--- config.mk ---
export PLATFORM = sky130hd
export DESIGN_NAME = frame_timer_arbiter
export DESIGN_NICKNAME = d
export VERILOG_FILES = /design/src/rtl/frame_timer_arbiter.sv
export SDC_FILE = /design/constraint.sdc
export NUM_CORES = 1
export LEC_CHECK = 0
export ABC_AREA = 1
export BUFFER_PORTS_ARGS = -buffer_cell sky130_fd_sc_hd__clkbuf_2
export CORE_MARGIN = 10
export CORE_UTILIZATION = 26
export CTS_BUF_LIST = sky130_fd_sc_hd__clkbuf_4
export DETAILED_ROUTE_END_ITERATION = 12
export HOLD_SLACK_MARGIN = 0.03
export PLACE_DENSITY = 0.44
export SLEW_MARGIN = 15
export SYNTH_ARGS = -nofsm -noshare
export SYNTH_HDL_FRONTEND = slang
export SYNTH_SLANG_ARGS = --single-unit
export TNS_END_PERCENT = 30
--- constraint.sdc ---
create_clock -name clk -period 2.65 [get_ports clk]
set_input_delay 0.3975 -clock clk [delete_from_list [all_inputs] [get_ports clk]]
set_output_delay 0.3975 -clock clk [all_outputs]
set_load 0.005 [all_outputs]
--- src/rtl/frame_timer_arbiter.sv ---
// frame_timer_arbiter
//
// Shares one frame-rate timer between four requesters. A round-robin FSM
// grants the timer to one requester, counts N frames (each frame is TICK_DIV
// clk cycles) and returns a one-cycle done pulse to that requester.
//
// Parameters:
//   TICK_DIV    clk cycles per frame tick (2 .. 2^20-1)
//   FW          width of each frame-count request
//
// Ports:
//   clk         system clock, all logic on posedge
//   reset       synchronous, active-high
//   req[3:0]    level request per requester, held until done or abort
//   req_frames  frame count for requester i at [i*FW +: FW], sampled in GRANT
//   pause       (only with FRAME_TIMER_PAUSE_EN) freezes counting in RUN
//   grant[3:0]  one-hot owner of the timer, 0 when idle
//   done[3:0]   one-hot, one-cycle pulse to the owner at countdown end
//   busy        high in GRANT, RUN and DONE
//   frame_tick  one-cycle pulse per elapsed frame while in RUN
//
// Build option:
//   FRAME_TIMER_PAUSE_EN  adds the pause input; otherwise RUN always counts.
//
// state | meaning
// ------+-------------------------------------------------------------
// IDLE  | no owner; pick next requester round-robin from rr_ptr
// GRANT | load frame count from owner's slice, advance rr_ptr
// RUN   | divide clk into frame ticks and count frames down
// DONE  | one-cycle done pulse to owner, then release

module frame_timer_arbiter #(
    parameter int TICK_DIV = 833334,
    parameter int FW       = 6
) (
    input  logic            clk,
    input  logic            reset,
    input  logic [3:0]      req,
    input  logic [4*FW-1:0] req_frames,
`ifdef FRAME_TIMER_PAUSE_EN
    input  logic            pause,
`endif
    output logic [3:0]      grant,
    output logic [3:0]      done,
    output logic            busy,
    output logic            frame_tick
);

    typedef enum logic [1:0] {S_IDLE, S_GRANT, S_RUN, S_DONE} state_t;

    localparam logic [19:0] TICK_LAST = 20'(TICK_DIV - 1);

    state_t        state, state_nxt;
    logic [1:0]    rr_ptr, rr_ptr_nxt;
    logic [1:0]    owner, owner_nxt;
    logic [1:0]    pick;
    logic [3:0]    grant_nxt, done_nxt;
    logic          tick_nxt;
    logic [19:0]   delay_cnt, delay_nxt;
    logic [FW-1:0] frame_cnt, frame_nxt;
    logic          run_en;
    logic          owner_req;

`ifdef FRAME_TIMER_PAUSE_EN
    assign run_en = ~pause;
`else
    assign run_en = 1'b1;
`endif

    assign owner_req = req[owner];

    // Scan downward in offset so the smallest offset from rr_ptr wins.
    always_comb begin
        logic [1:0] idx;
        pick = rr_ptr;
        idx  = rr_ptr;
        for (int i = 3; i >= 0; i--) begin
            idx = rr_ptr + 2'(i);
            if (req[idx]) begin
                pick = idx;
            end
        end
    end

    always_comb begin
        state_nxt  = state;
        rr_ptr_nxt = rr_ptr;
        owner_nxt  = owner;
        grant_nxt  = grant;
        done_nxt   = '0;
        tick_nxt   = 1'b0;
        delay_nxt  = delay_cnt;
        frame_nxt  = frame_cnt;

        case (state)
            S_IDLE: begin
                grant_nxt = '0;
                delay_nxt = '0;
                frame_nxt = '0;
                if (|req) begin
                    owner_nxt = pick;
                    grant_nxt = 4'b0001 << pick;
                    state_nxt = S_GRANT;
                end
            end

            S_GRANT: begin
                rr_ptr_nxt = owner + 2'd1;
                delay_nxt  = '0;
                if (!owner_req) begin
                    state_nxt = S_IDLE;
                    grant_nxt = '0;
                    frame_nxt = '0;
                end else begin
                    frame_nxt = req_frames[owner*FW +: FW];
                    if (frame_nxt == '0) begin
                        state_nxt = S_DONE;
                        done_nxt  = grant;
                    end else begin
                        state_nxt = S_RUN;
                    end
                end
            end

            S_RUN: begin
                // Abort takes priority over a coincident final tick.
                if (!owner_req) begin
                    state_nxt = S_IDLE;
                    grant_nxt = '0;
                    delay_nxt = '0;
                    frame_nxt = '0;
                end else if (run_en) begin
                    if (delay_cnt == TICK_LAST) begin
                        delay_nxt = '0;
                        tick_nxt  = 1'b1;
                        if (frame_cnt != '0) begin
                            frame_nxt = frame_cnt - FW'(1);
                        end
                        if (frame_cnt == FW'(1)) begin
                            state_nxt = S_DONE;
                            done_nxt  = grant;
                        end
                    end else begin
                        delay_nxt = delay_cnt + 20'd1;
                    end
                end
            end

            S_DONE: begin
                state_nxt = S_IDLE;
                grant_nxt = '0;
                delay_nxt = '0;
                frame_nxt = '0;
            end

            default: begin
                state_nxt = S_IDLE;
                grant_nxt = '0;
                delay_nxt = '0;
                frame_nxt = '0;
            end
        endcase
    end

    always_ff @(posedge clk) begin
        if (reset) begin
            state      <= S_IDLE;
            rr_ptr     <= '0;
            owner      <= '0;
            grant      <= '0;
            done       <= '0;
            busy       <= 1'b0;
            frame_tick <= 1'b0;
            delay_cnt  <= '0;
            frame_cnt  <= '0;
        end else begin
            state      <= state_nxt;
            rr_ptr     <= rr_ptr_nxt;
            owner      <= owner_nxt;
            grant      <= grant_nxt;
            done       <= done_nxt;
            busy       <= (state_nxt != S_IDLE);
            frame_tick <= tick_nxt;
            delay_cnt  <= delay_nxt;
            frame_cnt  <= frame_nxt;
        end
    end

endmodule
# [After elaboration in Yosys (flattened, before gate mapping)]
# Index checks and enable logic that the tools add are counted.
[totals] out_inout_bits=10 ff_bits=42 word_cells=83 in_bits=30
[op_classes] n_addsub=6 n_lt_le_gt_ge=5 muxes=39 n_mul=1 n_shift=2 eq_ne=8 n_reduce_logical=11 bitwise=2
[ops] operator="20-bit 2-to-1 mux" n=2
[ops] operator="20-bit case mux with 2 select lines" n=1
[ops] operator="4-bit 2-to-1 mux" n=7
[ops] operator="6-bit 2-to-1 mux" n=4
[ops] operator="24-bit by 6-bit indexed part select with 6-bit output" n=1
[ops] operator="20-bit by 1-bit adder with 20-bit output, second input constant" n=1
[ops] operator="20-bit == test, second input constant" n=1
[ops] operator="2-bit 2-to-1 mux" n=9
[ops] operator="6-bit case mux with 3 select lines" n=1
[ops] operator="2-bit by 3-bit < comparator with 1-bit output, second input constant" n=5
[ops] operator="4-bit case mux with 3 select lines" n=1
[ops] operator="1-bit binary-select mux with 2-bit select" n=5
[ops] operator="2-bit case mux with 4 select lines" n=1
[ops] operator="4-bit case mux with 2 select lines" n=1
[ops] operator="1-bit 2-to-1 mux" n=7
[ops] operator="6-bit by 1-bit == test with 1-bit output, second input constant" n=1
[ops] operator="6-bit logical NOT" n=1
[ops] operator="3-bit inequality test, second input constant" n=2
[ops] operator="6-bit nonzero test" n=1
[ops] operator="3-bit OR reduction" n=2
[ops] operator="6-bit by 1-bit subtractor with 6-bit output, second input constant" n=1
[ops] operator="2-bit by 1-bit adder with 2-bit output, second input constant" n=2
[ops] operator="2-bit adder, second input constant" n=2
[ops] operator="2-bit == test, second input constant" n=2
[ops] operator="10 further kinds" n=13

# [Depth between registers and ports, before layout]
# Gate-level depths: netlist (run 1).
[logic_depth] word_depth=10 mapped_depth=13 mapped_depth_nobuf=12

# [Worst setup path after synthesis (run 1)]
# Ideal clock, no wire load.
[synth_path] path_type="flip-flop to flip-flop" startpoint="reg delay_cnt[0]" endpoint="reg delay_cnt[16]" n_path_buf=0 arrival_time_ps=1423 path_stages_with_launch=12 synth_period_minus_slack_ps=1532 required_time_ps=2541 setup_slack_ps=1118 setup_ps=109 cell_sequence="dfxtp_1 ha_1 nand3_1 inv_2 nand2_1 nor2_2 nand3_2 nor2_2 nand3_1 xor2_1 nand2_1 inv_1"
[synth_via] elab_chain_len=4 elab_cells_between_ends=5 cone_classes="add/sub: 1; eq/ne: 1; mux: 3"
[synth_lines] element="from (decl)" line="59" source="logic [19:0] delay_cnt, delay_nxt;"
[synth_lines] element="from (signal assigned)" line="184" source="delay_cnt <= delay_nxt;"
[synth_lines] element="20-bit by 1-bit adder with 20-bit output or 20-bit == test (tied branches)" line="144, 133"
[synth_lines] element="20-bit 2-to-1 mux *" line="133" source="if (delay_cnt == TICK_LAST) begin"
[synth_lines] element="20-bit 2-to-1 mux *" line="127" source="if (!owner_req) begin"
[synth_lines] element="20-bit case mux with 2 select lines *" line="95" source="case (state)"
# Every way passes the cells marked *; elsewhere a longest branch is shown, timed or not.
# A chain may end at the register's enable or synchronous reset.

# [Worst setup path in the final report (run 1)]
[layout_path] startpoint="reg owner[0]" endpoint="reg done[1]"
[layout_via] elab_chain_len=6 elab_cells_between_ends=9 cone_classes="mul: 1; shift: 1; mux: 6; reduce/logical: 1"
[layout_lines] element="from (decl)" line="55" source="logic [1:0] owner, owner_nxt;"
[layout_lines] element="from (signal assigned)" line="179" source="owner <= owner_nxt;"
[layout_lines] element="2-bit by 2-bit multiplier with 4-bit output" line="115" source="frame_nxt = req_frames[owner*FW +: FW];"
[layout_lines] element="24-bit by 6-bit indexed part select with 6-bit output" line="115"
[layout_lines] element="6-bit logical NOT" line="116" source="if (frame_nxt == '0) begin"
[layout_lines] element="4-bit 2-to-1 mux" line="116"
[layout_lines] element="4-bit 2-to-1 mux" line="110" source="if (!owner_req) begin"
[layout_lines] element="4-bit case mux with 2 select lines *" line="95"
[layout_lines] element="to (signal assigned)" line="181" source="done <= done_nxt;"
[layout_lines] element="to (decl)" line="44" source="output logic [3:0] done,"
# Every way passes the cells marked *; elsewhere a longest branch is shown, timed or not. The select of a mux whose other input is x is not followed.

==> metrics, run 1 <==
port buffer count=39; number of global-route vias before repair=2,371; die width=119 µm; die area=0.0141 mm²; Tmin final=2.02 ns; RSZ-0062 raised after global routing=false; HPWL reported at the end of detailed placement=4.97 mm; Hold Fails Final Rpt=0; final net count=448; clk_lat worst skew=0.35 ns; period utilization=0.763; Clock power frac=0.255; Slowest-stage cell, CP=dfxtp_1; Root Buffer=clkbuf_4; Area Overhead vs Synth=16.0%; vias=2,354; drt wl/cell=11.4 µm; R2R Setup Slk=0.63 ns; initial core utilization=0.270; critical path class=reg -> reg; maximum vdd drop=0.000208 V; status=complete, no violations; Max Cap Violations=0; asr flop ratio synth=0; Core ar.=0.00937 mm²; switching fraction of total power=0.369; hold buffer count at CTS=0; first-pass GRT wire length=10.8 mm; Critical Path, Cell by Cell=inv_2 -> nand2_1 -> nand3_1 -> nand2_1 -> nand4_1 -> o21ai_2 -> nand2_2 -> nor3b_2; area leader, netlist=dfxtp_1; share of layout cells above drive strength 1=0.193; DRT Wirelength=6.17 mm; placed cell count=531; setup bufs post-CTS=0; Commonest cells post-synth=nand2_1, dfxtp_1, inv_1; share of power burned in registers=0.400; Critical path destination=done[1]; Pre-Repair DR Iteration Count=4; Iter 0 DRT Violations=112; fin cells=539; Warnings, synthesis=0; worst setup path start=owner[0]; min-delay src=reset; sum of negative setup slack=0 ns; P_leak=1.31 nW; CP arrival=2.29 ns; final worst hold slack=0.411 ns; io pins=40; post-synth cell types=38; largest delay contributor family on the critical path=simple AND/OR/NAND/NOR gates; crit-path max FO=19; count leader, synth=nand2_1; Critical Path RT=2.92 ns; Synth area leaders=dfxtp_1, nand2_1, inv_1, nor2_1, nand3_1; number of max-slew violations in the final report=0; Comb pwr share=0.345; CTS buffer count=5; initial antenna violation count=0; reg2reg start=owner[0]; Worst slew margin=0.581; fmax=495 MHz; Worst Reg-to-Reg Cells=8; worst r2r dst=done[1]; actual slew at the worst max-slew pin=0.627 ns; sw power=0.000719 W; fin area=0.00294 mm²; gr ovfl total=0; Worst setup EP type=register; CP Depth=8; Synth Cell Area=0.00253 mm²; Routed Antenna Nets=0; largest net degree at the start of global routing=20; Startpoint Class=register; number of enable flip-flop cells after synthesis=0; syn nets=409; ant diodes=0; routability cong.=0.794; Setup Viol. Count Final=0; worst path buffer plus inverter count=1; Seq cells post-synth=42; DP Area=0.00284 mm²; Cell Int Power=0.00123 W; Resized Gates After CTS=0; most used cell, CP=nand2_1; num rows=35; DRC viols=0; GR Util All Layers=0.0881; CTS clock-pin slew for the worst setup and hold paths=0.13 ns; sequential element share of the synthesized area=0.332; ys flop type=dfxtp_1; Yosys top cell area share=0.332; CTS tree=yes; P per Cell Area=663 mW/mm²; HP Class=in -> reg; crit-path max cell delay=0.74 ns; htree depth=2; Post-Syn Instances=370; Avg Cell Area, Syn=6.85 µm²; TritonCTS Sinks=42; Die Y=119 µm; drt via density=4.37; CTS max path bufs=2; clk_skew=0.0181 ns
==> cells in the final DEF (no fill, tap or decap), types with 2 or more instances in the layout <==
master / count
inv_2: 8
o21ai_2: 2
nor2_1: 41
nor2_4: 3
nor3b_2: 4
clkbuf_4: 5
inv_1: 42
o21ai_1: 7
nand2_1: 89
nor2_2: 3
dfxtp_1: 42
nand3_2: 3
o22a_1: 2
nand2_2: 4
bufinv_16: 2
clkinv_1: 2
ha_1: 9
nand3_1: 27
nand4_1: 8
a21oi_1: 19
xnor2_1: 4
nor3_2: 2
o21ai_0: 14
o22ai_1: 4
clkbuf_2: 39
xor2_1: 8
nor3b_1: 2
nor3_1: 6
==> layout make-up <==
cell class	instances	area, µm²
clock buffers	5	37.5
clock inverters	3	63.8
fillers	1085	6430
inverters	52	198
multi-input cells	269	1440
flip-flops and latches	42	841
well taps	129	161
repair buffers	39	195
==> power groups by stage <==
stage | combinational [W] | sequential (W) | clock (W)
floorplan | 0.000584 | 0.000736 | 0
global placement | 0.000686 | 0.000792 | 0
detailed placement | 0.000682 | 0.000793 | 0
CTS | 0.000685 | 0.000778 | 0.000522
global route | 0.000791 | 0.000792 | 0.000546
finish | 0.000673 | 0.000779 | 0.000498
==> registers in the layout, indices dropped and copies added, names as in the netlist, 2 cells and up <==
register,cells
rr_ptr,2
owner,2
state,2
done,4
grant,4
frame_cnt,6
delay_cnt,20
==> metrics by stage <==
step / worst slack [ns] / utilization / power, W
floorplan: 1.12 / - / 0.00132
global placement: 0.659 / 0.303 / 0.00148
detailed placement: 0.626 / 0.303 / 0.00147
CTS: 0.600 / 0.314 / 0.00199
global route: 0.346 / 0.314 / 0.00213
finish: 0.629 / 0.314 / 0.00195
==> worst reg2reg max path: stages (launching register included) <==
cell and delay [ns]:
dfxtp_1 0.74, inv_2 0.25, nand2_1 0.12, nand3_1 0.06, nand2_1 0.13, nand4_1 0.14
o21ai_2 0.20, nand2_2 0.13, nor3b_2 0.18
==> routing by layer <==
layer  wire length (µm)  global-route usage  share of wire
met5                  0                   0              0
met4                 90              0.0260          0.015
met3                242              0.0205          0.039
met2               2810               0.146           0.46
met1               3020               0.111           0.49
==> worst min path at each step <==
stage / endpoint / slack, ns / depth (start not counted)
final: grant[3] / 0.41 / 2
after global routing: grant[2] / 0.43 / 2
after CTS: grant[1] / 0.39 / 2
after detailed placement: delay_cnt[0] / 0.46 / 1
after global placement: delay_cnt[0] / 0.47 / 1
after floorplan: delay_cnt[0] / 0.43 / 1
==> cell families (layout without fill, tap and decap cells) <==
logic type,Yosys count,count (layout),share of synthesized area
xor+xnor,12,12,0.0415
flops,42,42,0.332
fa+ha+maj,9,9,0.0444
simple gates,196,196,0.363
compound gates,52,52,0.120
buf+inv,59,99,0.0983
Note: power is estimated with default switching activity, not from simulation.
==> inputs of run 2 (changes only) <==
Settings changed: ABC_AREA 1 to 0, PLACE_DENSITY 0.44 to 0.46.
Clock period 2.65 ns to 1.85 ns, I/O delays scaled along.
==> run 2 against run 1 <==
Non-clock buffer count grew 31. Largest power group unchanged. Register-to-register slack worse by 0.62 ns. Final area up 1.2%. Maximum frequency rose by 9.9%. Die area down 8.1%. Utilization increased by 3.1 points. Total power rose by 15%. Critical endpoint is now grant[0]. Clock power is 23% higher. Critical path depth fell by 3. Sequential share of layout area fell by 0.22 points. Final cell count down 19%.
==> metrics, run 2 <==
Worst slew margin=0.697 (+0.116); syn nets=297 (-27%); area leader, netlist=dfxtp_1; Pre-Repair DR Iteration Count=4 (unchanged); Final Total Pwr=0.00224 W (+15%); Setup Viol. Count Final=0 (unchanged); TritonCTS Sinks=42 (unchanged); Iter 0 DRT Violations=75 (-33%); ys flop type=dfxtp_1; sequential element share of the synthesized area=0.367 (+0.0356); ant diodes=0 (unchanged); Synth Area in Compound Gates=0.110 (-0.0106); drt via density=4.59 (+5.1%); CP arrival=2.14 ns (-0.15 ns); Root Buffer=clkbuf_4; asr flop ratio synth=0 (unchanged); CTS buffer count=5 (unchanged); Worst setup EP type=register; critical path class=reg -> reg; count leader, synth=nor2_1; initial core utilization=0.265 (-0.00536); Routed Antenna Nets=0 (unchanged); fmax=544 MHz (+9.9%); number of max-slew violations in the final report=0 (unchanged); Tmin final=1.84 ns (-0.182 ns); first-pass GRT wire length=9.65 mm (-10%); final net count=367 (-18%); Warnings, synthesis=0 (unchanged); fin util=0.345 (+0.0309); period utilization=0.994 (+0.232); actual slew at the worst max-slew pin=0.453 ns (-0.174 ns); die width=114 µm (-4.1%); Comb pwr share=0.281 (-0.064); worst setup margin=0.0104 ns (-0.618 ns); sum of negative setup slack=0 ns (unchanged); P per Cell Area=752 mW/mm² (+13%); Avg Cell Area, Syn=8.87 µm² (+30%); CTS max path bufs=2 (unchanged); largest net degree at the start of global routing=21 (+5.0%); Top reg by flops=delay_cnt; Synth area leaders=dfxtp_1, nor2_1, mux4_2, ha_1, xor2_1; Synth Cell Area=0.00229 mm² (-9.7%); most frequent cells in the layout=nor2_1, dfxtp_1, clkbuf_2; vias=2,005 (-15%); largest family of logic cells by synthesized area=simple AND/OR/NAND/NOR gates; CTS clock-pin slew for the worst setup and hold paths=0.14 ns (about the same); initial antenna violation count=0 (unchanged); number of enable flip-flop cells after synthesis=0 (unchanged); Max Cap Violations=0 (unchanged); gr ovfl total=0 (unchanged); Core ar.=0.00864 mm² (-7.9%); Fill cells=911 (-16%); crit-path max FO=5 (-14); DRT Wirelength=5.73 mm (-7.2%); Cell Int Power=0.00158 W (+28%); Yosys top cell area share=0.367 (+0.0356); mux contribution to synthesized area=0.0776 (+0.0776); Post-Syn Instances=258 (-30%); share of layout cells above drive strength 1=0.322 (+0.130); XOR/XNOR Fraction of Synth Area=0.0842 (+0.0427); post-synth cell types=50 (+32%); GR Util All Layers=0.0884 (+0.000248); simple-gate portion of the synthesized area=0.278 (-0.0857); P_leak=1.17 nW (-10%); status=complete, no violations; io pins=40 (unchanged); HPWL reported at the end of detailed placement=4.56 mm (-8.1%); switching fraction of total power=0.296 (-0.0735); number of global-route vias before repair=2,077 (-12%); Seq cells post-synth=42 (unchanged); htree depth=2 (unchanged); Die Y=114 µm (-4.1%); Clock power frac=0.274 (+0.019); Critical Path RT=2.15 ns (-0.77 ns); sw power=0.000662 W (-8.0%); num rows=34 (-2.9%); HP Class=in -> reg; routability cong.=0.796 (+0.24%); Startpoint Class=register; CTS tree=yes; clk_lat worst skew=0.36 ns (about the same); share of power burned in registers=0.445 (+0.045); max FFs per register=20 (unchanged); DRC viols=0 (unchanged); clk_skew=0.0231 ns (+0.00497 ns); die area=0.0130 mm² (-8.1%); maximum vdd drop=0.000331 V (+59%); drt wl/cell=13.1 µm (+14%); port buffer count=39 (unchanged); RSZ-0062 raised after global routing=true; Hold Fails Final Rpt=0 (unchanged); biggest regs=delay_cnt (20), frame_cnt (6); Post-Place Setup Slack=-0.0980 ns (-0.724 ns); Area Overhead vs Synth=30.1%; hold buffer count at CTS=0 (unchanged); final worst hold slack=0.205 ns (-0.206 ns); most common cell after layout, fill and taps aside=nor2_1; Synth Area in Adders=0.0492 (+0.00476); Commonest cells post-synth=nor2_1, dfxtp_1, nand2_1
## run 2: cell types whose count changed after synthesis, moves of 8 or more
cell / before / now
o21ai_0: 14 / 4
inv_1: 42 / 10
inv_2: 8 / 0
nand3_1: 27 / 13
nand2_1: 89 / 23
and2_1: 0 / 8
a21oi_1: 19 / 10
## run 2: metrics by stage
step           instances  area, µm²
2_1_floorplan        258       2290
3_3_place_gp         427       2820
3_5_place_dp         427       2820
4_1_cts              436       2920
5_1_grt              437       2980
6_report             437       2980
## run 2: path summary, 6_finish.rpt
check	from	slack (ns)	cells after the start	end
min reg2reg	grant[2]	0.48	2	grant[2]
max reg2reg	owner[0]	0.01	5	grant[0]
min	reset	0.20	2	grant[3]
max	owner[0]	0.01	5	grant[0]
## run 2: timing repair
| action | 4_1_cts | 5_1_grt |
|---|---|---|
| pin swaps | 3 | 4 |
| setup buffers | 1 | 1 |
| resized for setup | 3 | 12 |
| setup endpoints to repair | 19 | 19 |
## run 2: cells by family after synthesis
logic type,count (synthesis)
mux,9
fa+ha+maj,9
simple gates,123
buf+inv,17
xor+xnor,22
flops,42
compound gates,36
## run 2: layer usage
metal  up-vias  track usage  routed length, µm
li1       1049            -                  -
met1       931        0.111               2680
met2        19        0.149               2860
met3         6       0.0178                107
met4         0       0.0251                 78
met5         -            0                  0
## run 2: area by class of cell
cell class                      instances  area (µm²)  share of cell area
Multi-Input combinational cell        199        1420               0.478
Sequential cell                        42         845               0.284
Timing Repair Buffer                   70         453               0.152
Tap cell                              108         135              0.0454
Clock buffer                            6        45.0              0.0151
Clock inverter                          2        37.5              0.0126
Inverter                               10        37.5              0.0126
## run 2: worst max-delay path: stages (launching register included)
cell	delay, ns
dfxtp_2	0.38
buf_4	0.14
mux4_2	0.56
and2_4	0.19
or3b_1	0.38
a21oi_1	0.14
## run 2: power by group through the flow
stage                     combinational, W  clock (W)  sequential, W
after floorplan                   0.000379          0        0.00101
after global placement            0.000611          0        0.00102
after detailed placement          0.000612          0        0.00102
after CTS                         0.000622   0.000641       0.000999
after global routing              0.000701   0.000681        0.00101
final                             0.000628   0.000613       0.000997
